### src/rtl/quadrature_encoder_emulator_if.sv
// Step-command bus into the quadrature encoder emulator (valid/ready handshake).
interface quadrature_encoder_emulator_if #(
   parameter int STEPS_W  = 16,
   parameter int PERIOD_W = 16
);
   logic                cmd_valid;
   logic                cmd_ready;
   logic                cmd_dir;
   logic [STEPS_W-1:0]  cmd_steps;
   logic [PERIOD_W-1:0] cmd_period;

   modport master (
      output cmd_valid, cmd_dir, cmd_steps, cmd_period,
      input  cmd_ready
   );

   modport slave (
      input  cmd_valid, cmd_dir, cmd_steps, cmd_period,
      output cmd_ready
   );
endinterface

### src/rtl/quadrature_encoder_emulator.sv
// Emits N single-edge quadrature transitions per command; edge k lands k*P cycles after accept.
// Backpressure: cmd_ready only in IDLE (including the done cycle), so commands wait while busy.
module quadrature_encoder_emulator #(
   parameter int STEPS_W  = 16,
   parameter int PERIOD_W = 16,
   parameter int POS_W    = 5
) (
   input  logic                          clk,
   input  logic                          reset,
   quadrature_encoder_emulator_if.slave  cmd,
   input  logic                          abort,
   output logic                          A,
   output logic                          B,
   output logic [1:0]                    state,
   output logic [POS_W-1:0]              position,
   output logic                          busy,
   output logic                          done
);

   typedef enum logic {IDLE, RUN} fsm_t;

   fsm_t                fsm;
   logic                dir_q;
   logic [STEPS_W-1:0]  remaining;
   logic [PERIOD_W-1:0] period_q;
   logic [PERIOD_W-1:0] timer;

   logic [PERIOD_W-1:0] period_eff;
   logic                accept;
   logic [1:0]          next_state;
   logic [POS_W-1:0]    next_pos;

   assign cmd.cmd_ready = (fsm == IDLE) && !reset;
   assign accept        = cmd.cmd_valid && cmd.cmd_ready;
   assign period_eff    = (cmd.cmd_period == '0) ? PERIOD_W'(1) : cmd.cmd_period;

   // Binary count order of the state code is the forward quadrature order.
   assign next_state = dir_q ? (state + 2'd1) : (state - 2'd1);
   assign next_pos   = dir_q ? (position + POS_W'(1)) : (position - POS_W'(1));

   always_ff @(posedge clk) begin
      if (reset) begin
         fsm       <= IDLE;
         state     <= 2'd0;
         A         <= 1'b0;
         B         <= 1'b0;
         position  <= '0;
         busy      <= 1'b0;
         done      <= 1'b0;
         dir_q     <= 1'b0;
         remaining <= '0;
         period_q  <= '0;
         timer     <= '0;
      end else begin
         done <= 1'b0;
         case (fsm)
            IDLE: begin
               if (accept) begin
                  dir_q     <= cmd.cmd_dir;
                  period_q  <= period_eff;
                  timer     <= period_eff;
                  remaining <= cmd.cmd_steps;
                  if (cmd.cmd_steps == '0) begin
                     done <= 1'b1;
                  end else begin
                     fsm  <= RUN;
                     busy <= 1'b1;
                  end
               end
            end
            RUN: begin
               // Abort takes priority over a due step, including the final one.
               if (abort) begin
                  fsm  <= IDLE;
                  busy <= 1'b0;
                  done <= 1'b1;
               end else if (timer == PERIOD_W'(1)) begin
                  state     <= next_state;
                  A         <= next_state[1] ^ next_state[0];
                  B         <= next_state[1];
                  position  <= next_pos;
                  remaining <= remaining - STEPS_W'(1);
                  timer     <= period_q;
                  if (remaining == STEPS_W'(1)) begin
                     fsm  <= IDLE;
                     busy <= 1'b0;
                     done <= 1'b1;
                  end
               end else begin
                  timer <= timer - PERIOD_W'(1);
               end
            end
            default: fsm <= IDLE;
         endcase
      end
   end

endmodule

### src/flat_wrapper.sv
// flat-port wrapper written by rule: the top's interface ports become plain ports
module quadrature_encoder_emulator_flat 
#(
   parameter int STEPS_W  = 16,
   parameter int PERIOD_W = 16,
   parameter int POS_W    = 5
)
  (clk, reset, abort, A, B, state, position, busy, done, cmd_cmd_valid, cmd_cmd_dir, cmd_cmd_steps, cmd_cmd_period, cmd_cmd_ready);
  quadrature_encoder_emulator_if #(.STEPS_W(STEPS_W), .PERIOD_W(PERIOD_W)) cmd_i ();
  input  logic clk;
  input  logic reset;
  input  logic abort;
  output logic A;
  output logic B;
  output logic [1:0] state;
  output logic [POS_W-1:0] position;
  output logic busy;
  output logic done;
  input wire logic [$bits(cmd_i.cmd_valid)-1:0] cmd_cmd_valid;
  input wire logic [$bits(cmd_i.cmd_dir)-1:0] cmd_cmd_dir;
  input wire logic [$bits(cmd_i.cmd_steps)-1:0] cmd_cmd_steps;
  input wire logic [$bits(cmd_i.cmd_period)-1:0] cmd_cmd_period;
  output wire logic [$bits(cmd_i.cmd_ready)-1:0] cmd_cmd_ready;
  assign cmd_i.cmd_valid = cmd_cmd_valid;
  assign cmd_i.cmd_dir = cmd_cmd_dir;
  assign cmd_i.cmd_steps = cmd_cmd_steps;
  assign cmd_i.cmd_period = cmd_cmd_period;
  assign cmd_cmd_ready = cmd_i.cmd_ready;
  quadrature_encoder_emulator #(.STEPS_W(STEPS_W), .PERIOD_W(PERIOD_W), .POS_W(POS_W)) u_core (.clk(clk), .reset(reset), .cmd(cmd_i), .abort(abort), .A(A), .B(B), .state(state), .position(position), .busy(busy), .done(done));
endmodule
### config.mk
export PLATFORM = sky130hd
export DESIGN_NAME = quadrature_encoder_emulator_flat
export DESIGN_NICKNAME = d
export VERILOG_FILES = /design/src/rtl/quadrature_encoder_emulator_if.sv /design/src/rtl/quadrature_encoder_emulator.sv /design/src/flat_wrapper.sv
export SDC_FILE = /design/constraint.sdc
export NUM_CORES = 1
export LEC_CHECK = 0
export ABC_CLOCK_PERIOD_IN_PS = 2500
export CAP_MARGIN = 20
export CORE_MARGIN = 2
export CORE_UTILIZATION = 44
export DETAILED_ROUTE_END_ITERATION = 12
export GPL_ROUTABILITY_DRIVEN = 1
export PLACE_DENSITY = 0.66
export SLEW_MARGIN = 10
export SYNTH_ARGS = -nofsm -noshare
export SYNTH_HDL_FRONTEND = slang
export SYNTH_SLANG_ARGS = --single-unit
### constraint.sdc
create_clock -name clk -period 2.5 [get_ports clk]
set_input_delay 0.75 -clock clk [delete_from_list [all_inputs] [get_ports clk]]
set_output_delay 0.75 -clock clk [all_outputs]
set_load 0.1 [all_outputs]
==> impl_results.md <==
- Outcome: finished, final reports clean
- Post-Synth Simple-Gate Area: 26.6%
- Number of global-route vias before repair: 3497
- Post-synthesis mux area share: 2.35%
- Starting Density: 45.5%
- Synth cell types: 67
- Crit Path Category: input port to register
- Slew margin rel.: 62.0%
- Xor and xnor fraction of the mapped netlist area: 3.98%
- Number of port buffers: 48
- GR Layer Usage met1: 31.5%
- Largest net degree at the start of global routing: 55
- CTS Sinks: 60
- Nets: 551
- Hold Crit Class: register to register
- Ys Warns: 0
- Detailed placement HPWL: 7.16 mm
- Worst clock skew: 0.00978 ns
- # IOs: 49
- Pwr/cell area: 615 nW/um2
- Mapped Cells: 444
- CTS HTree Levels: 3
- Antenna Nets Post-Route: 0
- DIE HEIGHT: 93.4 um
- Num rows: 32
- Setup_tns: 0 ns
- Initial antenna violation count: 0
- #FFs+latches synth: 60
- Worst setup EP type: register
- Remaining Overflow, GRT: 0
- Final Hold Vio Count: 0
- Post-synthesis sequential area ratio: 34.1%
- Worst Tran Pin Value: 0.568 ns
- Vias: 3631
- Root buffer cell: clkbuf_8
- Crit path required time: 2.75 ns
- Met2 Usage GRT: 42.5%
- Unrepaired setup endpoints after global routing: no
- Clock network power share: 33.8%
- Net Switching: 874 uW
- CTS tree: done
- Clk buf depth: 2
- Largest family of logic cells by synthesized area: simple AND/OR/NAND/NOR gates
- Hold Slack: 0.457 ns
- Post-synth EDFFs: 0
- CP arrival: 2.46 ns
- Syn Area/Cell: 7.92 um2
- Compound-Gate Fraction of Synth Area: 25.1%
- Final setup vio count: 0
- Area of the die: 8730 um2
- Met3 Usage GRT: 4.19%
- Worst Setup SP: cmd_cmd_valid
- Hold path start: u_core.period_q[3]
- Hold-fix buffers, CTS: 0
- TritonRoute pass-1 iters: 5
- Max-cap violations: 0
- Slew Viols, Final: 0
- Post-CTS resize count: 0
- Crit-path max FO: 7
- Clock Latency Late Sink: 0.34 ns
- Core area: 7730 um2
- Reg clk slew, reported paths: 0.07 ns
- Syn Nets: 489
- GP Congestion: 0.897
- Total track usage: 24.7%
- Drt wl/cell: 16.5 um
- Reg2reg setup slack: 0.30 ns
- Peak supply drop: 0.388 mV
- Adder-cell share of the synthesized area: 3.06%
- Count of non-filler cells in the finished layout: 612
- Cell Area, Synth: 3520 um2
- Global-route wire length before repair: 17.1 mm
- Asr flop ratio synth: 0%
- Ys flop type: dfxtp_1
- PnR worst setup slack: 0.285 ns
- Diode count: 0
- Most used routing layer: met2
- DRC viols: 0
- DIE WIDTH: 93.4 um
- Leak Pwr: 1.68 nW
- Period Utilization, post-route: 88.6%
- Fraction of final layout cells sized beyond drive strength 1: 15.1%
- RR Startpoint: u_core.timer[1]
- Area grow syn2layout: 26.3%
- Switching Fraction: 32.0%
- Worst slack at placement: -0.0221 ns
- Inst Count DP: 597
- F_max: 0.451 GHz
- DR iter-0 viols: 284
- Int Power: 1.86 mW
- Sequential fraction of design power: 39.9%
- Startpoint types: input port
- DRT Wirelength: 10.1 mm
- Final Util: 57.5%
- Vias/cell: 5.93
- CTS Buf Count: 9
- Comb pwr share: 26.4%
- Final min period: 2.22 ns
- Post-CTS Repair Setup Buffers: 0
## per-layer routing
metal  vias up  wire length, um  share of wire [%]
met5         -                0                  0
met3        13              466                4.6
met4         0              129                1.3
met1      1735             4420                 44
li1       1760                -                  -
met2       123             5050                 50
## cell usage in the layout, fill, tap and decap left out, drive strengths merged, types with 4 or more instances in the layout
cell,n
a21oi,48
nor2b,5
xnor2,9
ha,7
o21ai,23
clkdlybuf4s50,35
nand3,11
buf,44
nor4,15
inv,10
o31ai,4
a311oi,5
nand4,6
nor3,19
a211oi,10
o211ai,5
dfxtp,60
and3,6
mux2i,6
nor2,47
a31oi,4
o22ai,5
xor2,7
clkbuf,14
nand2,54
## flip-flops by register name, indices dropped and copies added (netlist names), 2 cells and up
signal	flops
u_core.period_q	16
u_core.remaining	16
u_core.state	2
u_core.timer	16
u_core.position	5
## per-stage QoR
stage                     total power [mW]  area (um2)
after floorplan                       1.58        3530
after global placement                1.81        4240
after detailed placement              1.82        4240
after CTS                             2.74        4440
after global routing                  2.88        4440
final                                 2.73        4440
## final cells by class
cell class | count | area (um2)
fillers | 729 | 3280
multi-input cells | 345 | 2150
flip-flops and latches | 60 | 1200
repair buffers | 79 | 716
clock buffers | 14 | 173
well taps | 102 | 128
inverters | 11 | 41.3
clock inverters | 1 | 30.0
## final timing paths
| check | end | cells past startpoint |
|---|---|---|
| worst max register to register | u_core.remaining[4] | 7 |
| worst max-delay path | u_core.timer[2] | 7 |
| worst min-delay path | u_core.period_q[3] | 2 |
| worst min register to register | u_core.period_q[3] | 2 |
## kinds of logic (layout without fill, tap and decap cells)
family	count (synthesis)	count (layout)
and+or+nand+nor	179	179
AOI/OAI and AO/OA	134	134
DFF	60	60
buffers and inverters	39	105
xor gates and xnor gates	16	16
adders and majority gates	8	8
muxes	8	8
## critical path, cell delays in order
cell and delay [ns]:
clkdlybuf4s50_1 0.43, buf_4 0.15, nor3b_1 0.13, buf_4 0.17, nor2_1 0.39, a21oi_1 0.12, a311oi_2 0.31
## Yosys cell counts (3+ instances only)
library cell | number | area share [%]
nor4_1 | 13 | 2.3
o21ai_0 | 15 | 2.1
o21ai_1 | 7 | 1.0
o211ai_1 | 5 | 1.1
nor3_1 | 14 | 2.0
xor2_1 | 7 | 1.7
nor2b_1 | 5 | 0.89
o31ai_1 | 4 | 0.85
nand4_1 | 5 | 0.89
clkbuf_1 | 16 | 1.7
o2111ai_1 | 3 | 0.75
xnor2_1 | 9 | 2.2
a311oi_1 | 4 | 1.0
dfxtp_1 | 60 | 34
and3_1 | 6 | 1.1
nand3_1 | 9 | 1.3
nor3_2 | 3 | 0.85
nand2_1 | 54 | 5.8
o22ai_1 | 5 | 0.89
a211oi_1 | 10 | 2.1
a2bb2oi_1 | 3 | 0.75
a41oi_1 | 3 | 0.75
a31oi_1 | 4 | 0.71
ha_1 | 7 | 2.5
a21oi_1 | 48 | 6.8
inv_1 | 10 | 1.1
nor2_1 | 46 | 4.9
or3_1 | 3 | 0.53
buf_2 | 7 | 1.0
a2111oi_0 | 3 | 0.75
mux2i_1 | 6 | 1.7
## power by group through the flow
stage | logic (mW) | clock network [mW] | registers [mW]
final | 0.721 | 0.923 | 1.09
after global routing | 0.794 | 0.988 | 1.10
after CTS | 0.716 | 0.933 | 1.09
after detailed placement | 0.709 | 0 | 1.11
after global placement | 0.702 | 0 | 1.11
after floorplan | 0.472 | 0 | 1.11
Power figures use the tool's default switching activity.
